`src/rtl/instr_sequencer.sv`:
```
// Instruction fetch/sequencing stage: fetches opcodes and immediates, decodes them,
// and issues one registered executer control word per micro-step.
module instr_sequencer #(
  parameter logic [15:0] RESET_PC = 16'h0000
) (
  input  logic        clk,
  input  logic        nReset,
  input  logic        memReady,
  input  logic [7:0]  memData,
  output logic [15:0] pc,
  output logic        memRd,
  output logic [7:0]  dataIn,
  output logic [3:0]  ALUOpecode,
  output logic        ALU_M,
  output logic [1:0]  cySelector,
  output logic [1:0]  buffSel,
  output logic [2:0]  byteRegSelector,
  output logic [1:0]  wordRegSelector,
  output logic [1:0]  misc,
  output logic        writeBackEnable,
  output logic [2:0]  writeBackSel,
  output logic        flagLatchEn,
  output logic        stfr,
  output logic        halted
);

  typedef enum logic [2:0] {
    FETCH, OPER, ALU1, ALU2, ALU3, LDX, MOVX, HALT
  } state_t;

  state_t      r_state, w_nextState;
  logic [15:0] r_pc, w_nextPc;
  // Only op[5:0] is needed after decode; the class bits steer the state choice.
  logic [5:0]  r_op, w_nextOp;
  logic [7:0]  r_dataIn, w_nextDataIn;
  logic        w_accept;

  logic        r_memRd, w_memRd;
  logic [1:0]  r_buffSel, w_buffSel;
  logic [2:0]  r_byteRegSel, w_byteRegSel;
  logic [1:0]  r_misc, w_misc;
  logic [1:0]  r_cySel, w_cySel;
  logic        r_wbEn, w_wbEn;
  logic [2:0]  r_wbSel, w_wbSel;
  logic        r_flagEn, w_flagEn;
  logic        r_halted, w_halted;

  assign w_accept = r_memRd && memReady;

  always_ff @(posedge clk) begin
    if (!nReset) begin
      r_state      <= FETCH;
      r_pc         <= RESET_PC;
      r_op         <= '0;
      r_dataIn     <= '0;
      r_memRd      <= 1'b0;
      r_buffSel    <= '0;
      r_byteRegSel <= '0;
      r_misc       <= '0;
      r_cySel      <= '0;
      r_wbEn       <= 1'b0;
      r_wbSel      <= '0;
      r_flagEn     <= 1'b0;
      r_halted     <= 1'b0;
    end else begin
      r_state      <= w_nextState;
      r_pc         <= w_nextPc;
      r_op         <= w_nextOp;
      r_dataIn     <= w_nextDataIn;
      r_memRd      <= w_memRd;
      r_buffSel    <= w_buffSel;
      r_byteRegSel <= w_byteRegSel;
      r_misc       <= w_misc;
      r_cySel      <= w_cySel;
      r_wbEn       <= w_wbEn;
      r_wbSel      <= w_wbSel;
      r_flagEn     <= w_flagEn;
      r_halted     <= w_halted;
    end
  end

  // The control word is computed for the state being entered so it is registered alongside it.
  always_comb begin
    w_nextState  = r_state;
    w_nextPc     = r_pc;
    w_nextOp     = r_op;
    w_nextDataIn = r_dataIn;
    w_memRd      = 1'b0;
    w_buffSel    = 2'b00;
    w_byteRegSel = 3'b000;
    w_misc       = 2'b00;
    w_cySel      = 2'b00;
    w_wbEn       = 1'b0;
    w_wbSel      = 3'b000;
    w_flagEn     = 1'b0;
    w_halted     = 1'b0;

    case (r_state)
      FETCH: begin
        if (w_accept) begin
          w_nextOp = memData[5:0];
          w_nextPc = r_pc + 16'h0001;
          case (memData[7:6])
            2'b00:   w_nextState = ALU1;
            2'b01:   w_nextState = OPER;
            2'b10:   w_nextState = MOVX;
            default: w_nextState = (memData == 8'hFF) ? HALT : FETCH;
          endcase
        end
      end
      OPER: begin
        if (w_accept) begin
          w_nextDataIn = memData;
          w_nextPc     = r_pc + 16'h0001;
          w_nextState  = LDX;
        end
      end
      ALU1:    w_nextState = ALU2;
      ALU2:    w_nextState = ALU3;
      ALU3:    w_nextState = FETCH;
      LDX:     w_nextState = FETCH;
      MOVX:    w_nextState = FETCH;
      HALT:    w_nextState = HALT;
      default: w_nextState = FETCH;
    endcase

    case (w_nextState)
      FETCH, OPER: w_memRd = 1'b1;
      ALU1: begin
        w_byteRegSel = 3'b100;
        w_buffSel    = 2'b01;
        w_cySel      = w_nextOp[5] ? 2'b10 : 2'b00;
      end
      ALU2: begin
        w_byteRegSel = 3'b101;
        w_buffSel    = 2'b10;
        w_cySel      = w_nextOp[5] ? 2'b10 : 2'b00;
      end
      ALU3: begin
        w_misc   = w_nextOp[4] ? 2'b10 : 2'b01;
        w_wbEn   = 1'b1;
        w_wbSel  = 3'b000;
        w_flagEn = 1'b1;
        w_cySel  = w_nextOp[5] ? 2'b10 : 2'b00;
      end
      LDX: begin
        w_byteRegSel = 3'b010;
        w_wbEn       = 1'b1;
        w_wbSel      = w_nextOp[2:0];
      end
      MOVX: begin
        w_byteRegSel = {1'b1, w_nextOp[4:3]};
        w_wbEn       = 1'b1;
        w_wbSel      = w_nextOp[2:0];
      end
      HALT:    w_halted = 1'b1;
      default: w_memRd = 1'b0;
    endcase
  end

  assign pc              = r_pc;
  assign memRd           = r_memRd;
  assign dataIn          = r_dataIn;
  assign ALUOpecode      = r_op[3:0];
  assign ALU_M           = r_op[4];
  assign cySelector      = r_cySel;
  assign buffSel         = r_buffSel;
  assign byteRegSelector = r_byteRegSel;
  assign wordRegSelector = 2'b00;
  assign misc            = r_misc;
  assign writeBackEnable = r_wbEn;
  assign writeBackSel    = r_wbSel;
  assign flagLatchEn     = r_flagEn;
  assign stfr            = 1'b0;
  assign halted          = r_halted;

endmodule

```
`config.mk`:
```
export PLATFORM = sky130hd
export DESIGN_NAME = instr_sequencer
export DESIGN_NICKNAME = d
export VERILOG_FILES = /design/src/rtl/instr_sequencer.sv
export SDC_FILE = /design/constraint.sdc
export NUM_CORES = 1
export LEC_CHECK = 0
export CELL_PAD_IN_SITES_DETAIL_PLACEMENT = 0
export CELL_PAD_IN_SITES_GLOBAL_PLACEMENT = 2
export CORE_MARGIN = 2
export CORE_UTILIZATION = 27
export DETAILED_ROUTE_END_ITERATION = 6
export PLACE_DENSITY_LB_ADDON = 0.1
export SYNTH_ARGS = -nofsm -noshare
export SYNTH_HDL_FRONTEND = slang
export SYNTH_SLANG_ARGS = --single-unit
```
`constraint.sdc`:
```
create_clock -name clk -period 2 [get_ports clk]
set_input_delay 0.4 -clock clk [delete_from_list [all_inputs] [get_ports clk]]
set_output_delay 0.4 -clock clk [all_outputs]
set_load 0.01 [all_outputs]
```
== After elaboration in Yosys (flattened, before gate mapping) ==
Index checks and enable logic that the tools add are counted.
Word-level totals
  register bits: 49
Operators by class
  add/subtract/negate cells: 1
  equality and inequality tests: 17
  muxes and demuxes: 15
  reductions and logical operators: 15
Operator list (count)
  $eq A3 B3 Y1 const B: 8
  $pmux W3 S6: 1
  $add A16 B1 Y16 const B: 1
  $eq A3 B2 Y1 const B: 4
  $mux W6: 2
  $pmux W3 S4: 1
  $reduce_and A2 Y1: 5
  $mux W3: 3
  $pmux W3 S3: 1
  $reduce_or A3 Y1: 3
  $eq A8 B8 Y1 const B: 1
  $eq A3 B1 Y1 const B: 2
  $logic_not A3 Y1: 2
  $reduce_or A2 Y1: 3
  $mux W1: 4
  $mux W2: 2
  $pmux W2 S2: 1
  $eq A2 B1 Y1 const B: 1
  $eq A2 B2 Y1 const B: 1
  $logic_not A2 Y1: 1
  $logic_and A1 B1 Y1: 1

== Depth between registers and ports, before layout ==
  depth after elaboration: 8
  mapped depth: 9
  gate-level depth less buffers: 5

== Least setup slack after synthesis ==
Ideal clock, no wire load.
  path type: flip-flop to flip-flop
  start point: register r_state[2]
  end point: register r_byteRegSel[1], in the netlist byteRegSelector[1]
  setup time: 117 ps
  data arrival time: 1583 ps
  required time: 1883 ps
  slack: 301 ps
  cell stages (with the launch flop): 9
  path buffers: 3
  clock period less this slack: 1699 ps
  path through: dfxtp_1 > buf_6 > nor4bb_1 > buf_4 > and2b_1 > buf_6 > mux2_2 > nand4b_1 > a21oi_1
Between the ends
  cells in the longest elaborated chain, start to end: 5
  elaborated cells between the ends (all ways): 18
Ends and longest elaborated chain
  start: declaration: line 31  | state_t r_state, w_nextState;
  start signal: assignment: line 66  | r_state <= w_nextState;
  $eq A3 B3 Y1: line 98  | case (r_state)
  $reduce_or A3 Y1 (no source line)
  $pmux W3 S6: line 98
  $eq A3 B3 Y1 / $eq A3 B2 Y1 (equally long branches): line 127  | case (w_nextState)
  $pmux W3 S4 *: line 127
  end signal: assignment: line 72  | r_byteRegSel <= w_byteRegSel;
  end: declaration: line 40  | logic [2:0] r_byteRegSel, w_byteRegSel;
Mark *: on every way between the ends. The rest lies on a longest branch, timed or not.
A chain may end at the register's enable or synchronous reset.

== Worst setup path in the final report ==
  start point: input memReady
  end point: register r_wbSel[1], in the netlist writeBackSel[1]
Between the ends
  cells in the longest elaborated chain, start to end: 6
  elaborated cells between the ends (all ways): 10
Ends and longest elaborated chain
  start: declaration: line 8  | input logic memReady,
  $logic_and A1 B1 Y1 *: line 48  | assign w_accept = r_memRd && memReady;
  $mux W3 (on tied branches): line 112, 100
  $pmux W3 S6: line 98
  $eq A3 B3 Y1: line 127
  $reduce_or A2 Y1 (no source line)
  $reduce_and A2 Y1 (no source line)
  end signal: assignment: line 76  | r_wbSel <= w_wbSel;
  end: declaration: line 44  | logic [2:0] r_wbSel, w_wbSel;
Marks and branches as above.

==> qor.txt <==
Initial antenna violation count = 0
Final instance area = 3000 um2
Share of the synthesized area in the top cell type = 0.485
Vias in the first global route = 1728
Clk pwr share = 0.374
Post-DR wirelength/cell = 13.5 um
Slew Viols, Final = 0
Tmin final = 1.89 ns
Worst path most repeated cell = buf_4
Flop pwr share = 0.484
Logic pwr share = 0.143
Critical Path AT = 2.09 ns
Mapped cell area = 1980 um2
Outcome = finished clean
Tightest Hold Check Type = flop to flop
Ranking of synthesized cells by area = dfxtp_1, nor2_1, xnor2_1
Placed Cells = 386
Worst Skew = 0.00733 ns
IO Pins = 59
CP Class = input port to flop
Max-cap viol count = 0
Internal Power = 1.57 mW
Die X = 89.6 um
Initial Util = 0.276
Final setup violation count = 0
Critical path fanouts, max = 5
CP cell instances = clkdlybuf4s50_1 -> nor4bb_4 -> and2b_2 -> buf_4 -> mux2i_1 -> nor4_1 -> buf_4
Number of routed nets with antenna violations = 0
Dominant synthesized flop cell = dfxtp_1
Antenna cells = 0
Cts hold-fix bufs = 0
DRC = 0
FF+latch count, synth = 48
Worst IR Drop VDD = 260 uV
Fillers = 749
Area leader, netlist = dfxtp_1
Final clock period utilization by the worst path = 0.946
Area post-placement = 2790 um2
CP Capture Type = flop
PnR Total Power = 2.06 mW
CP max stage delay = 0.48 ns
Leak = 1.08 nW
1st-pass router iterations = 4
Sink Count = 48
Post-synthesis sequential area ratio = 0.485
Die ar. = 8030 um2
Fmax = 528 MHz
CTS H-tree depth = 2
GR Overflow Total = 0
Clk pin slew, worst setup/hold paths = 0.09 ns
CTS tree = yes
Via density per instance = 4.47
Root buffer cell = clkbuf_8
Via count = 1798
Switching Fraction = 0.236
Die H = 89.6 um
CTS Buf Count = 5
Post-synth ARST share = 0
WL final = 5420 um
Skew-Pair Late Insertion Delay = 0.30 ns
Area of the core = 7180 um2
Cell Pwr Density = 688 nW/um2
Final hold vios = 0
Post-synth EDFFs = 0
Synth-to-Final Area Change = 51.3%
Clock Path Buffers = 2
CP required = 2.20 ns
Synth top cells by count = dfxtp_1, nor2_1, nand2_1, nand3_1, a21oi_1
Final net count = 314
Avg Cell Area, Syn = 9.04 um2
GP Congestion = 0.713
Detailed placement HPWL = 3830 um
Num rows = 31
Count leader, synth = dfxtp_1
Share of cells above drive strength 1 = 0.188
Pin count of the biggest net entering global routing = 21
First-pass GRT wire length = 8440 um
Initial DRC count = 48
CP max-delay cell = clkdlybuf4s50_1
Port buffer count = 54
NetSw = 0.487 mW
All-Layer GR Usage = 0.138
Non-Filler Instances = 402
Netlist cell types = 40
CP Launch Type = input port
Ys Warns = 0
Syn Inst Count = 219
RSZ-0062 raised after global routing = true
==> worst paths after layout <==
| path | endpoint | from | slack (ns) | cells after the start |
|---|---|---|---|---|
| max | writeBackSel[1]$_SDFF_PN0_ | memReady | 0.11 | 7 |
| min | dataIn[0]$_SDFFE_PN0P_ | dataIn[0]$_SDFFE_PN0P_ | 0.46 | 2 |
| max reg2reg | writeBackSel[1]$_SDFF_PN0_ | r_state[1]$_SDFF_PN0_ | 0.17 | 8 |
| min reg2reg | dataIn[0]$_SDFFE_PN0P_ | dataIn[0]$_SDFFE_PN0P_ | 0.46 | 2 |
==> power groups by stage <==
stage          Clock [mW]  Combinational (mW)  Sequential, mW
2_1_floorplan           0               0.142            1.02
3_3_place_gp            0               0.272            1.02
3_5_place_dp            0               0.272            1.02
4_1_cts             0.798               0.275           0.998
5_1_grt             0.837               0.323            1.00
6_report            0.771               0.294           0.997
==> logic make-up (layout without fill, tap and decap cells) <==
kind of cell             count (synthesis)  in the layout  share of synthesized area
AO/OA/AOI/OAI                           24             24                     0.0771
XOR/XNOR                                17             17                     0.0752
adder cells (fa/ha/maj)                  1              1                    0.00632
buffers and inverters                   26            107                     0.0790
flip-flops                              48             48                      0.485
multiplexers                             7              7                     0.0360
other                                    1              4                    0.00189
AND/OR/NAND/NOR                         95             95                      0.239
==> sequential cells by signal, summed over array words and instances, names as in the netlist <==
name / cells
pc: 16
dataIn: 8
r_op: 6
byteRegSelector: 3
r_state: 3
writeBackSel: 3
buffSel: 2
misc: 2
cySelector: 1
flagLatchEn: 1
halted: 1
memRd: 1
writeBackEnable: 1
==> layout make-up <==
class,instances,area [um2],share of cell area
Timing Repair Buffer,94,855,0.285
Tap cell,99,124,0.0414
Sequential cell,48,961,0.321
Clock inverter,1,30.0,0.0100
Multi-Input combinational cell,148,911,0.304
Inverter,5,18.8,0.00627
Clock buffer,7,96.3,0.0322
==> placed cells by master (no fill, tap or decap), types with 2 or more instances in the layout <==
cell type | synthesis | final
a21oi_1 | 12 | 12
and3_1 | 2 | 2
buf_4 | 9 | 37
clkbuf_8 | 0 | 7
clkdlybuf4s50_1 | 0 | 54
conb_1 | 1 | 4
dfxtp_1 | 48 | 48
inv_1 | 4 | 4
mux2i_1 | 6 | 6
nand2_1 | 19 | 19
nand3_1 | 13 | 13
nand4_1 | 7 | 7
nor2_1 | 26 | 26
nor3_1 | 8 | 6
nor3_2 | 0 | 2
nor4_1 | 8 | 7
o21ai_0 | 4 | 4
o21ai_1 | 2 | 2
or3_1 | 3 | 3
xnor2_1 | 11 | 11
xor2_1 | 6 | 6
==> per-layer routing <==
metal	wire length, um	vias up	GRT usage
met5	0	-	0
met4	74	0	0.0448
met3	181	7	0.0347
met2	2680	31	0.230
met1	2480	853	0.173
li1	-	907	-
==> repair_timing <==
| item | 4_1_cts | 5_1_grt |
|---|---|---|
| gates resized for setup | 3 | 3 |
| cloned | 0 | 1 |
| pin swaps | 0 | 1 |
| setup buffers | 0 | 7 |
| setup endpoints to repair | 2 | 12 |
==> critical path, delay by kind of cell <==
family,cells,cell delay [ns]
simple gates,3,0.67
buf+inv,3,0.77
mux,1,0.24
==> through the flow <==
step	util	TNS, ns	hold slack, ns	worst slack, ns
after floorplan	-	0	0.460	0.301
after global placement	0.388	-6.90	0.443	-0.323
after detailed placement	0.388	-7.10	0.448	-0.340
after CTS	0.407	0	0.461	0.0270
after global routing	0.417	-0.0251	0.482	-0.0134
final	0.417	0	0.456	0.108
Note: power is estimated with default switching activity, not from simulation.
